===== config.mk =====
export PLATFORM = sky130hd
export DESIGN_NAME = mips_multicycle_ctrl
export DESIGN_NICKNAME = d
export VERILOG_FILES = /design/src/rtl/mips_ctrl_pkg.sv /design/src/rtl/mips_ctrl_outdec.sv /design/src/rtl/mips_multicycle_ctrl.sv
export SDC_FILE = /design/constraint.sdc
export NUM_CORES = 1
export LEC_CHECK = 0
export ABC_AREA = 1
export BUFFER_PORTS_ARGS = -buffer_cell sky130_fd_sc_hd__clkbuf_2
export CAP_MARGIN = 30
export CORE_UTILIZATION = 37
export DETAILED_ROUTE_END_ITERATION = 7
export GPL_ROUTABILITY_DRIVEN = 1
export HOLD_SLACK_MARGIN = 0.1
export PLACE_DENSITY = 0.72
export SLEW_MARGIN = 20
export SYNTH_ARGS = -nofsm -noshare
export SYNTH_HDL_FRONTEND = slang
export SYNTH_SLANG_ARGS = --single-unit

===== constraint.sdc =====
create_clock -name clk -period 1.05 [get_ports clk]
set_input_delay 0.1575 -clock clk [delete_from_list [all_inputs] [get_ports clk]]
set_output_delay 0.1575 -clock clk [all_outputs]
set_load 0.05 [all_outputs]

===== src/rtl/mips_ctrl_pkg.sv =====
// Shared types and encodings for the multicycle MIPS main control unit.
package mips_ctrl_pkg;

    // Controller states. The encoding is visible on state_o for debug.
    typedef enum logic [3:0] {
        ST_FETCH     = 4'd0,
        ST_DECODE    = 4'd1,
        ST_MEM_ADDR  = 4'd2,
        ST_MEM_READ  = 4'd3,
        ST_MEM_WB    = 4'd4,
        ST_MEM_WRITE = 4'd5,
        ST_R_EXEC    = 4'd6,
        ST_R_WB      = 4'd7,
        ST_BRANCH    = 4'd8,
        ST_JUMP      = 4'd9,
        ST_ADDI_EXEC = 4'd10,
        ST_ADDI_WB   = 4'd11,
        ST_ILLEGAL   = 4'd12
    } state_e;

    // Primary opcodes (IR[31:26]) recognised by the controller.
    localparam logic [5:0] OP_RTYPE = 6'b000000;
    localparam logic [5:0] OP_J     = 6'b000010;
    localparam logic [5:0] OP_BEQ   = 6'b000100;
    localparam logic [5:0] OP_BNE   = 6'b000101;
    localparam logic [5:0] OP_ADDI  = 6'b001000;
    localparam logic [5:0] OP_LW    = 6'b100011;
    localparam logic [5:0] OP_SW    = 6'b101011;

    // ALU input B select.
    typedef enum logic [1:0] {
        SRCB_B       = 2'b00,
        SRCB_FOUR    = 2'b01,
        SRCB_IMM     = 2'b10,
        SRCB_IMM_SH2 = 2'b11
    } alu_src_b_e;

    // Next-PC select.
    typedef enum logic [1:0] {
        PCSRC_ALU    = 2'b00,
        PCSRC_ALUOUT = 2'b01,
        PCSRC_JUMP   = 2'b10
    } pc_source_e;

    // ALU operation class handed to the ALU control block.
    localparam logic [1:0] ALUOP_ADD   = 2'b00;
    localparam logic [1:0] ALUOP_SUB   = 2'b01;
    localparam logic [1:0] ALUOP_FUNCT = 2'b10;

    // Full control vector driven into the datapath.
    typedef struct packed {
        logic       reg_dst;
        logic       i_or_d;
        logic       mem_to_reg;
        logic       alu_src_a;
        alu_src_b_e alu_src_b;
        pc_source_e pc_source;
        logic [1:0] alu_op;
        logic       mem_read;
        logic       mem_write;
        logic       ir_write;
        logic       reg_write;
        logic       pc_write;
        logic       pc_write_cond;
        logic       branch_ne;
        logic       instr_done;
        logic       illegal_op;
    } ctrl_t;

    // A memory access finishes this cycle when there is no handshake
    // (single-cycle memory) or when the memory reports ready.
    function automatic logic mem_access_done(input logic handshake, input logic ready);
        return !handshake || ready;
    endfunction

endpackage


===== src/rtl/mips_ctrl_outdec.sv =====
// Moore output decode: current state (plus mem_ready in memory states and
// opcode in BRANCH) to the datapath control vector. Purely combinational.
module mips_ctrl_outdec
    import mips_ctrl_pkg::*;
#(
    parameter int MEM_HANDSHAKE = 0
) (
    input  state_e     state_i,
    input  logic       mem_ready_i,
    input  logic [5:0] opcode_i,
    output ctrl_t      ctrl_o
);

    logic mem_done;

    assign mem_done = mem_access_done(MEM_HANDSHAKE != 0, mem_ready_i);

    // Per-state control decode; anything not set for a state stays 0.
    always_comb begin
        ctrl_o = '0;
        case (state_i)
            ST_FETCH: begin
                ctrl_o.mem_read  = 1'b1;
                ctrl_o.i_or_d    = 1'b0;
                ctrl_o.alu_src_a = 1'b0;
                ctrl_o.alu_src_b = SRCB_FOUR;
                ctrl_o.alu_op    = ALUOP_ADD;
                ctrl_o.pc_source = PCSRC_ALU;
                // IR and PC only update on the cycle the read completes, so a
                // stalled fetch keeps re-reading the same address.
                ctrl_o.ir_write  = mem_done;
                ctrl_o.pc_write  = mem_done;
            end
            ST_DECODE: begin
                // Speculative branch target: PC + (signext << 2).
                ctrl_o.alu_src_a = 1'b0;
                ctrl_o.alu_src_b = SRCB_IMM_SH2;
                ctrl_o.alu_op    = ALUOP_ADD;
            end
            ST_MEM_ADDR: begin
                ctrl_o.alu_src_a = 1'b1;
                ctrl_o.alu_src_b = SRCB_IMM;
                ctrl_o.alu_op    = ALUOP_ADD;
            end
            ST_MEM_READ: begin
                ctrl_o.mem_read = 1'b1;
                ctrl_o.i_or_d   = 1'b1;
            end
            ST_MEM_WB: begin
                ctrl_o.reg_write  = 1'b1;
                ctrl_o.reg_dst    = 1'b0;
                ctrl_o.mem_to_reg = 1'b1;
                ctrl_o.instr_done = 1'b1;
            end
            ST_MEM_WRITE: begin
                ctrl_o.mem_write  = 1'b1;
                ctrl_o.i_or_d     = 1'b1;
                ctrl_o.instr_done = mem_done;
            end
            ST_R_EXEC: begin
                ctrl_o.alu_src_a = 1'b1;
                ctrl_o.alu_src_b = SRCB_B;
                ctrl_o.alu_op    = ALUOP_FUNCT;
            end
            ST_R_WB: begin
                ctrl_o.reg_write  = 1'b1;
                ctrl_o.reg_dst    = 1'b1;
                ctrl_o.mem_to_reg = 1'b0;
                ctrl_o.instr_done = 1'b1;
            end
            ST_BRANCH: begin
                ctrl_o.alu_src_a     = 1'b1;
                ctrl_o.alu_src_b     = SRCB_B;
                ctrl_o.alu_op        = ALUOP_SUB;
                ctrl_o.pc_write_cond = 1'b1;
                ctrl_o.pc_source     = PCSRC_ALUOUT;
                ctrl_o.branch_ne     = (opcode_i == OP_BNE);
                ctrl_o.instr_done    = 1'b1;
            end
            ST_JUMP: begin
                ctrl_o.pc_write   = 1'b1;
                ctrl_o.pc_source  = PCSRC_JUMP;
                ctrl_o.instr_done = 1'b1;
            end
            ST_ADDI_EXEC: begin
                ctrl_o.alu_src_a = 1'b1;
                ctrl_o.alu_src_b = SRCB_IMM;
                ctrl_o.alu_op    = ALUOP_ADD;
            end
            ST_ADDI_WB: begin
                ctrl_o.reg_write  = 1'b1;
                ctrl_o.reg_dst    = 1'b0;
                ctrl_o.mem_to_reg = 1'b0;
                ctrl_o.instr_done = 1'b1;
            end
            ST_ILLEGAL: begin
                ctrl_o.illegal_op = 1'b1;
            end
            default: ;
        endcase
    end

endmodule


===== src/rtl/mips_multicycle_ctrl.sv =====
// Multicycle MIPS main control FSM. Holds the state register and next-state
// logic; output decode lives in mips_ctrl_outdec. While reset is high every
// output is forced low so nothing in the datapath can be written.
module mips_multicycle_ctrl
    import mips_ctrl_pkg::*;
#(
    parameter int MEM_HANDSHAKE = 0,
    parameter int ENABLE_BNE    = 1,
    parameter int ALUOP_W       = 2
) (
    input  logic               clk,
    input  logic               reset,
    input  logic [5:0]         opcode,
    input  logic               mem_ready,
    output logic               reg_dst,
    output logic               i_or_d,
    output logic               mem_to_reg,
    output logic               alu_src_a,
    output logic [1:0]         alu_src_b,
    output logic [1:0]         pc_source,
    output logic [ALUOP_W-1:0] alu_op,
    output logic               mem_read,
    output logic               mem_write,
    output logic               ir_write,
    output logic               reg_write,
    output logic               pc_write,
    output logic               pc_write_cond,
    output logic               branch_ne,
    output logic               instr_done,
    output logic               illegal_op,
    output logic [3:0]         state_o
);

    state_e state_q;
    state_e state_d;
    ctrl_t  ctrl_raw;
    ctrl_t  ctrl;
    logic   mem_done;

    assign mem_done = mem_access_done(MEM_HANDSHAKE != 0, mem_ready);

    // State register; reset returns to FETCH.
    always_ff @(posedge clk or posedge reset) begin
        if (reset) begin
            state_q <= ST_FETCH;
        end else begin
            state_q <= state_d;
        end
    end

    // Next-state logic. Memory states hold until the access completes;
    // ILLEGAL is absorbing.
    always_comb begin
        state_d = state_q;
        case (state_q)
            ST_FETCH: begin
                if (mem_done) state_d = ST_DECODE;
            end
            ST_DECODE: begin
                case (opcode)
                    OP_LW, OP_SW: state_d = ST_MEM_ADDR;
                    OP_RTYPE:     state_d = ST_R_EXEC;
                    OP_BEQ:       state_d = ST_BRANCH;
                    OP_BNE:       state_d = (ENABLE_BNE != 0) ? ST_BRANCH : ST_ILLEGAL;
                    OP_J:         state_d = ST_JUMP;
                    OP_ADDI:      state_d = ST_ADDI_EXEC;
                    default:      state_d = ST_ILLEGAL;
                endcase
            end
            ST_MEM_ADDR:  state_d = (opcode == OP_SW) ? ST_MEM_WRITE : ST_MEM_READ;
            ST_MEM_READ: begin
                if (mem_done) state_d = ST_MEM_WB;
            end
            ST_MEM_WB:    state_d = ST_FETCH;
            ST_MEM_WRITE: begin
                if (mem_done) state_d = ST_FETCH;
            end
            ST_R_EXEC:    state_d = ST_R_WB;
            ST_R_WB:      state_d = ST_FETCH;
            ST_BRANCH:    state_d = ST_FETCH;
            ST_JUMP:      state_d = ST_FETCH;
            ST_ADDI_EXEC: state_d = ST_ADDI_WB;
            ST_ADDI_WB:   state_d = ST_FETCH;
            ST_ILLEGAL:   state_d = ST_ILLEGAL;
            default:      state_d = ST_FETCH;
        endcase
    end

    mips_ctrl_outdec #(
        .MEM_HANDSHAKE(MEM_HANDSHAKE)
    ) u_outdec (
        .state_i     (state_q),
        .mem_ready_i (mem_ready),
        .opcode_i    (opcode),
        .ctrl_o      (ctrl_raw)
    );

    // Reset gates the outputs combinationally so they drop the moment reset
    // rises, not at the next clock edge.
    always_comb begin
        ctrl = reset ? '0 : ctrl_raw;
    end

    assign reg_dst       = ctrl.reg_dst;
    assign i_or_d        = ctrl.i_or_d;
    assign mem_to_reg    = ctrl.mem_to_reg;
    assign alu_src_a     = ctrl.alu_src_a;
    assign alu_src_b     = ctrl.alu_src_b;
    assign pc_source     = ctrl.pc_source;
    assign alu_op        = ALUOP_W'(ctrl.alu_op);
    assign mem_read      = ctrl.mem_read;
    assign mem_write     = ctrl.mem_write;
    assign ir_write      = ctrl.ir_write;
    assign reg_write     = ctrl.reg_write;
    assign pc_write      = ctrl.pc_write;
    assign pc_write_cond = ctrl.pc_write_cond;
    assign branch_ne     = ctrl.branch_ne;
    assign instr_done    = ctrl.instr_done;
    assign illegal_op    = ctrl.illegal_op;
    assign state_o       = reset ? 4'd0 : state_q;

endmodule


==> flow_summary.ini, run 1 <==
[synth]
syn_area_sq_um = 522
synth.distinct_cells = 21
netlist_top_cells_count = nor2_1 (25), nand2_1 (22), inv_1 (12), nand3_1 (6), dfrtp_1 (4)
synth_edf_count = 0
yosysTopAreaCellShare_pct = 19.2
synthCells = 95
yosys.area.top_type = dfrtp_1
synthArstFlopShare_pct = 100
synthTopCellsByArea = dfrtp_1 (19%), nor2_1 (18%), nand2_1 (16%)
synth_area_per_cell_sq_um = 5.49
syn-num-nets = 104
ys_ff_latch = 4
synth_ff_type = dfrtp_1
synth.most_common_cell = nor2_1
synth_warnings = 0
synth-seq-area-share_pct = 19.2

[floorplanning]
die_h_um = 39.6
die_w_um = 39.6
ios = 32
initial_core_util_pct = 40.1
num_rows = 13

[status]
haltStage = clock tree synthesis (4_1_cts)
run_status = stopped before the end
tool.error = [ERROR DPL-0038] Utilization greater than 100%, impossible to legalize

[placed_design]
globalplace.congestion = 0.821
place_hpwl_um = 1540
numPortBuffers = 30

[clock_tree]
clockBufferDepth = 2
numCtsBuffers = 3
htreeDepth = 1
root_buffer = clkbuf_4
hold_buffers = 1
ctsResizeCount = 69
cts_sinks = 4
cts_setup_buffers = 8
-- cell families after synthesis --
family	Yosys count	share of synthesized area [%]
DFF	4	19.2
AOI/OAI and AO/OA	11	14.1
and+or+nand+nor	62	52.8
buffers and inverters	18	13.9
-- per-stage QoR --
stage / instances / utilization [%] / cell area, sq um / worst slack [ps]
after global placement: 160 / 84.4 / 1100 / -370
after detailed placement: 160 / 84.4 / 1100 / -424
after floorplan: 95 / - / 766 / -345
==> run 2: changes to the inputs <==
--- a/config.mk
+++ b/config.mk
@@ -8,11 +8,11 @@
 export ABC_AREA = 1
 export BUFFER_PORTS_ARGS = -buffer_cell sky130_fd_sc_hd__clkbuf_2
 export CAP_MARGIN = 30
-export CORE_UTILIZATION = 37
+export CORE_AREA = 2 2 63 65
 export DETAILED_ROUTE_END_ITERATION = 7
+export DIE_AREA = 0 0 65 67
 export GPL_ROUTABILITY_DRIVEN = 1
-export HOLD_SLACK_MARGIN = 0.1
-export PLACE_DENSITY = 0.72
+export PLACE_DENSITY_LB_ADDON = 0.15
 export SLEW_MARGIN = 20
 export SYNTH_ARGS = -nofsm -noshare
 export SYNTH_HDL_FRONTEND = slang
==> constraint.sdc (replaced) <==
create_clock -name clk -period 1.4 [get_ports clk]
set_input_delay 0.21 -clock clk [delete_from_list [all_inputs] [get_ports clk]]
set_output_delay 0.21 -clock clk [all_outputs]
set_load 0.05 [all_outputs]
==> flow_summary.ini, run 2 <==
[status]
run_status = finished with violations
violations = setup timing

[synth]
synth.distinct_cells = 21
synth_ff_type = dfrtp_1
ys_ff_latch = 4
synthCells = 95
synthArstFlopShare_pct = 100
synth_warnings = 0
netlist_top_cells_count = nor2_1 (25), nand2_1 (22), inv_1 (12), nand3_1 (6), dfrtp_1 (4)
yosysTopAreaCellShare_pct = 19.2
synth_area_per_cell_sq_um = 5.49
yosys.area.top_type = dfrtp_1
syn_area_sq_um = 522
synth-seq-area-share_pct = 19.2
synth.most_common_cell = nor2_1
synth_edf_count = 0
syn-num-nets = 104
synthTopCellsByArea = dfrtp_1 (19%), nor2_1 (18%), nand2_1 (16%)

[worst_setup_path]
critPathKind = reg2out
cpMaxStageDelayCell = dfrtp_2
critPathMaxStageDelay_ps = 450
critPathLaunchType = register
cpLargestDelayFamily = flip-flops
cp.buffers_inverters = 1
path_max_fanout = 5
ff2ff_setup_slack_ps = 30
cp_data_required_time_ps = 1190
crit_path_end_kind = output port
worstPathArrival_ps = 1420
r2r_start = state_q[0]
crit_cells = 4
worstReg2RegEnd = state_q[3]
rr_worst_depth = 9
crit_chain = nor2_4 > nand2_4 > a31oi_4 > buf_12

[final_layout]
largest_register_ffs = 4
drive_above_1_share_pct = 68.9
nets = 161
top_register = state_q
n_antenna_cell = 0
top_regs = state_q x4
syn2layout_area_growth_pct = 166
fillerInstances = 393
instances_no_fill = 199
fin_util_pct = 38.5
final_common_cell = buf_4
final_cell_mix = buf_4 (23), nand2_1 (16), nor2_4 (16)
final_cell_area_sq_um = 1390

[timing]
post-route-period-util_pct = 116
fin_hold_ws_ps = 382
worst_pin_slew_ps = 353
max_freq_mhz = 615
fin_crit_ps = 1630
slew_violations = 0
final.setup.tns_ps = -2480
relSlewSlack_pct = 76.5
setup_violations = 18
finalClockSkew_ps = 4.83
rsz0062_at_grt = yes
layout_setup_ws_ps = -227
hold_viol = 0

[worst_hold_path]
holdPathStages = 4
hold_path_end = state_q[1]
worstHoldStart = opcode[2]
min_path_type = in2reg

[placed_design]
dp_cells = 187
place_hpwl_um = 1610
dp_slack_ps = -95.1
dpl_cell_area_sq_um = 1010
globalplace.congestion = 0.767
numPortBuffers = 30

[floorplanning]
die-area_sq_um = 4360
die_w_um = 65
die_h_um = 67
ios = 32
core_area_sq_um = 3610
initial_core_util_pct = 14.5
num_rows = 22

[route]
drc = 0
dr.pass1.iters = 3
drt-total-wl_um = 2040
drt_iter0_markers = 7
wl_per_cell_um = 10.2
num_vias = 793
vias_per_cell = 3.98
ant_nets = 0

[clock_tree]
root_buffer = clkbuf_8
cts_sinks = 4
htreeDepth = 1
numCtsBuffers = 3
clk_pin_slew_worst_paths_ps = 30
cts_tree = done
clock_latency_ps = 220
clockBufferDepth = 2

[job]
maxCapViolCount = 0

[power_and_ir_drop]
power_mw = 2.66
peakVddDrop_uv = 397
power.density_nw_per_um2 = 1910
leakagePower_nw = 0.644

[global_route]
grt_pass1_wl_um = 3320
antenna_found_initial = 0
grt_pass1_vias = 769
grt_util_all_layers_pct = 10.2
grt_max_degree = 18
overflow = 0
-- run 2: cell families (layout without fill, tap and decap cells) --
family	Yosys count	count (layout)	share of synthesized area (%)
AND/OR/NAND/NOR	62	62	52.8
AO/OA/AOI/OAI	11	11	14.1
buffers and inverters	18	74	13.9
flip-flops	4	4	19.2
-- run 2: worst max-delay path by stage --
stage | startpoint | endpoint | slack, ps
floorplan | state_q[2] | mem_write | -210
global placement | state_q[2] | alu_src_b[1] | -100
detailed placement | state_q[2] | alu_src_b[1] | -100
CTS | state_q[3] | alu_src_b[1] | -210
global route | state_q[2] | alu_src_b[1] | -280
finish | state_q[1] | alu_src_a | -230
-- run 2: tightest hold or removal path, stage by stage --
cell and delay [ps]:
clkbuf_2 90, inv_1 50, nand2_1 120, o211ai_2 90
-- run 2: final cells by class --
type | count | area (sq um) | area share [%]
flip-flops and latches | 4 | 105 | 7.56
repair buffers | 55 | 566 | 40.7
well taps | 48 | 60.1 | 4.32
inverters | 15 | 58.8 | 4.23
multi-input cells | 73 | 556 | 40.0
clock buffers | 4 | 45.0 | 3.24
-- run 2: per-layer routing --
layer  vias up  wire, um  GRT usage, %
met5         -         0             0
met4         0        14          6.38
met3         2        69          1.35
met2        21      1120          19.2
met1       359       830          10.5
li1        411         -             -
-- run 2: where the power goes --
group / leakage, nW / switching [mW] / internal, mW / total, mW
Sequential: 0.0466 / 0.0855 / 0.167 / 0.253
Combinational: 0.575 / 1.21 / 0.936 / 2.15
Clock: 0.0228 / 0.0643 / 0.195 / 0.259
Total: 0.644 / 1.36 / 1.30 / 2.66
-- run 2: what timing repair did --
item / 4_1_cts / 5_1_grt
hold endpoints to repair: 4 / 0
resized for setup: 49 / 34
endpoints found under the setup margin: 19 / 24
gates cloned: 0 / 0
setup buffers: 5 / 3
pin swaps: 10 / 10
hold buffers: 1 / 0
No activity file was read; power rests on OpenSTA's default activity.
==> run 3: changes to the inputs <==
--- a/config.mk
+++ b/config.mk
@@ -13,7 +13,7 @@
 export DIE_AREA = 0 0 65 67
 export GPL_ROUTABILITY_DRIVEN = 1
 export PLACE_DENSITY_LB_ADDON = 0.15
-export SLEW_MARGIN = 20
 export SYNTH_ARGS = -nofsm -noshare
 export SYNTH_HDL_FRONTEND = slang
+export SYNTH_HIERARCHICAL = 1
 export SYNTH_SLANG_ARGS = --single-unit
==> flow_summary.ini, run 3 <==
[floorplanning]
ios = 32
core_area_sq_um = 3610
num_rows = 22
initial_core_util_pct = 20.5
die_h_um = 67
die_w_um = 65
die-area_sq_um = 4360

[final_layout]
final_cell_area_sq_um = 1550
fillerInstances = 392
nets = 207
syn2layout_area_growth_pct = 110
largest_register_ffs = 4
multi_input_area_sq_um = 659
top_register = state_q
ff_latch_area_sq_um = 105
n_antenna_cell = 0
instances_no_fill = 244
top_regs = state_q x4
drive_above_1_share_pct = 58.7
fin_util_pct = 43.0
final_common_cell = inv_1
final_cell_mix = inv_1 (26), nand2_1 (24), nor2_4 (19)

[timing]
hold_viol = 0
max_freq_mhz = 626
post-route-period-util_pct = 114
rsz0062_at_grt = yes
fin_crit_ps = 1600
worst_pin_slew_ps = 218
setup_violations = 19
finalClockSkew_ps = 2.37
layout_setup_ws_ps = -199
slew_violations = 0
relSlewSlack_pct = 85.4

[synth]
yosys.area.top_type = nor2_1
syn_area_sq_um = 739
synth-seq-area-share_pct = 13.5
synth_edf_count = 0
synth_warnings = 6
synth_ff_type = dfrtp_1
synth.distinct_cells = 22
synthArstFlopShare_pct = 100
synth_area_per_cell_sq_um = 4.90
syn-num-nets = 160
synthCells = 151
ys_ff_latch = 4
synthTopCellsByArea = nor2_1 (22%), inv_1 (20%), nand2_1 (15%)
yosysTopAreaCellShare_pct = 21.8
netlist_top_cells_count = nor2_1 (43), inv_1 (39), nand2_1 (29), nand3_1 (11), inv_2 (5)
synth.most_common_cell = nor2_1

[worst_setup_path]
cp_data_required_time_ps = 1190
ff2ff_setup_slack_ps = 70
critPathLaunchType = register
worstReg2RegEnd = state_q[1]
rr_worst_depth = 7
crit_path_end_kind = output port
critPathKind = reg2out
path_max_fanout = 4
worstPathArrival_ps = 1390
r2r_start = state_q[2]

[route]
dr.pass1.iters = 4
vias_per_cell = 4.14
drt-total-wl_um = 2150
drc = 0
wl_per_cell_um = 8.81
num_vias = 1011
drt_iter0_markers = 9
ant_nets = 0

[placed_design]
dpl_cell_area_sq_um = 1210
dp_slack_ps = -116
numPortBuffers = 30
dp_cells = 236
globalplace.congestion = 0.754
place_hpwl_um = 1770

[status]
violations = setup timing
run_status = finished with violations

[clock_tree]
numCtsBuffers = 3
root_buffer = clkbuf_8
cts_sinks = 4
clock_latency_ps = 220
clk_pin_slew_worst_paths_ps = 30
cts_tree = done
htreeDepth = 1
clockBufferDepth = 2

[global_route]
grt_pass1_vias = 963
overflow = 0
grt_pass1_wl_um = 3820
grt_max_degree = 25
antenna_found_initial = 0
grt_util_all_layers_pct = 11.0

[power_and_ir_drop]
leakagePower_nw = 0.730
peakVddDrop_uv = 531
power.density_nw_per_um2 = 1850

[job]
maxCapViolCount = 0

[worst_hold_path]
min_path_type = in2async
[run 3: cell count changes after synthesis, sizes merged, moves of 3 or more]
| cell | delta |
|---|---|
| o21ai | +3 |
| nand2 | +8 |
| nand3 | +6 |
| inv | +29 |
| nor2 | +15 |
[run 3: final cells by class]
| type | count | share of cell area, % |
|---|---|---|
| Inverter | 44 | 10.6 |
| Sequential cell | 4 | 6.77 |
| Clock buffer | 3 | 2.66 |
| Timing Repair Buffer | 45 | 33.5 |
| Tap cell | 48 | 3.87 |
| Multi-Input combinational cell | 100 | 42.5 |
[run 3: metrics by stage]
stage | hold slack [ps] | total power, mW | setup TNS [ps]
2_1_floorplan | 359 | 1.50 | -233
3_3_place_gp | 324 | 2.05 | -576
3_5_place_dp | 335 | 2.05 | -664
4_1_cts | 101 | 2.75 | -2680
5_1_grt | 114 | 3.07 | -4190
6_report | 94.2 | 2.87 | -2660
[run 3: how the worst max path moves through the flow]
stage | startpoint | end | slack, ps | cells after the start
after CTS | state_q[1] | alu_src_b[0] | -190 | 7
after floorplan | reset | state_o[0] | -50 | 2
after global routing | state_q[0] | alu_src_b[0] | -280 | 7
final | state_q[1] | alu_src_b[1] | -200 | 7
after detailed placement | state_q[1] | branch_ne | -120 | 6
after global placement | state_q[1] | branch_ne | -110 | 6
[run 3: layer usage]
metal	vias to the layer above	part of all wire [%]	track usage [%]
met5	-	0	0
li1	526	-	-
met3	3	3.7	0.676
met2	22	56	22.8
met4	0	1.5	6.38
met1	460	39	10.6
[run 3: worst max-delay path, cell delays in order, from the launching register on]
cell and delay (ps):
dfrtp_2 400, inv_2 80, nor2_2 160, inv_1 100, o21ai_2 130, inv_2 50
nor2_4 90, buf_12 140
[run 3: cell families (layout without fill, tap and decap cells)]
| kind of cell | Yosys count | count (layout) | share of synthesized area [%] |
|---|---|---|---|
| AO/OA/AOI/OAI | 6 | 6 | 5.58 |
| flip-flops | 4 | 4 | 13.5 |
| buffers and inverters | 47 | 92 | 24.4 |
| AND/OR/NAND/NOR | 94 | 94 | 56.5 |
[run 3: power breakdown]
part | internal (mW) | switching (mW)
Clock | 0.184 | 0.0667
Combinational | 0.991 | 1.37
Sequential | 0.167 | 0.0891
Total | 1.34 | 1.53
[run 3: repair_timing]
action,4_1_cts,5_1_grt
hold buffers,0,0
buffers inserted,5,0
setup endpoints to repair,22,25
endpoints found under the hold margin,0,0
gates resized for setup,67,24
pin swaps,6,10
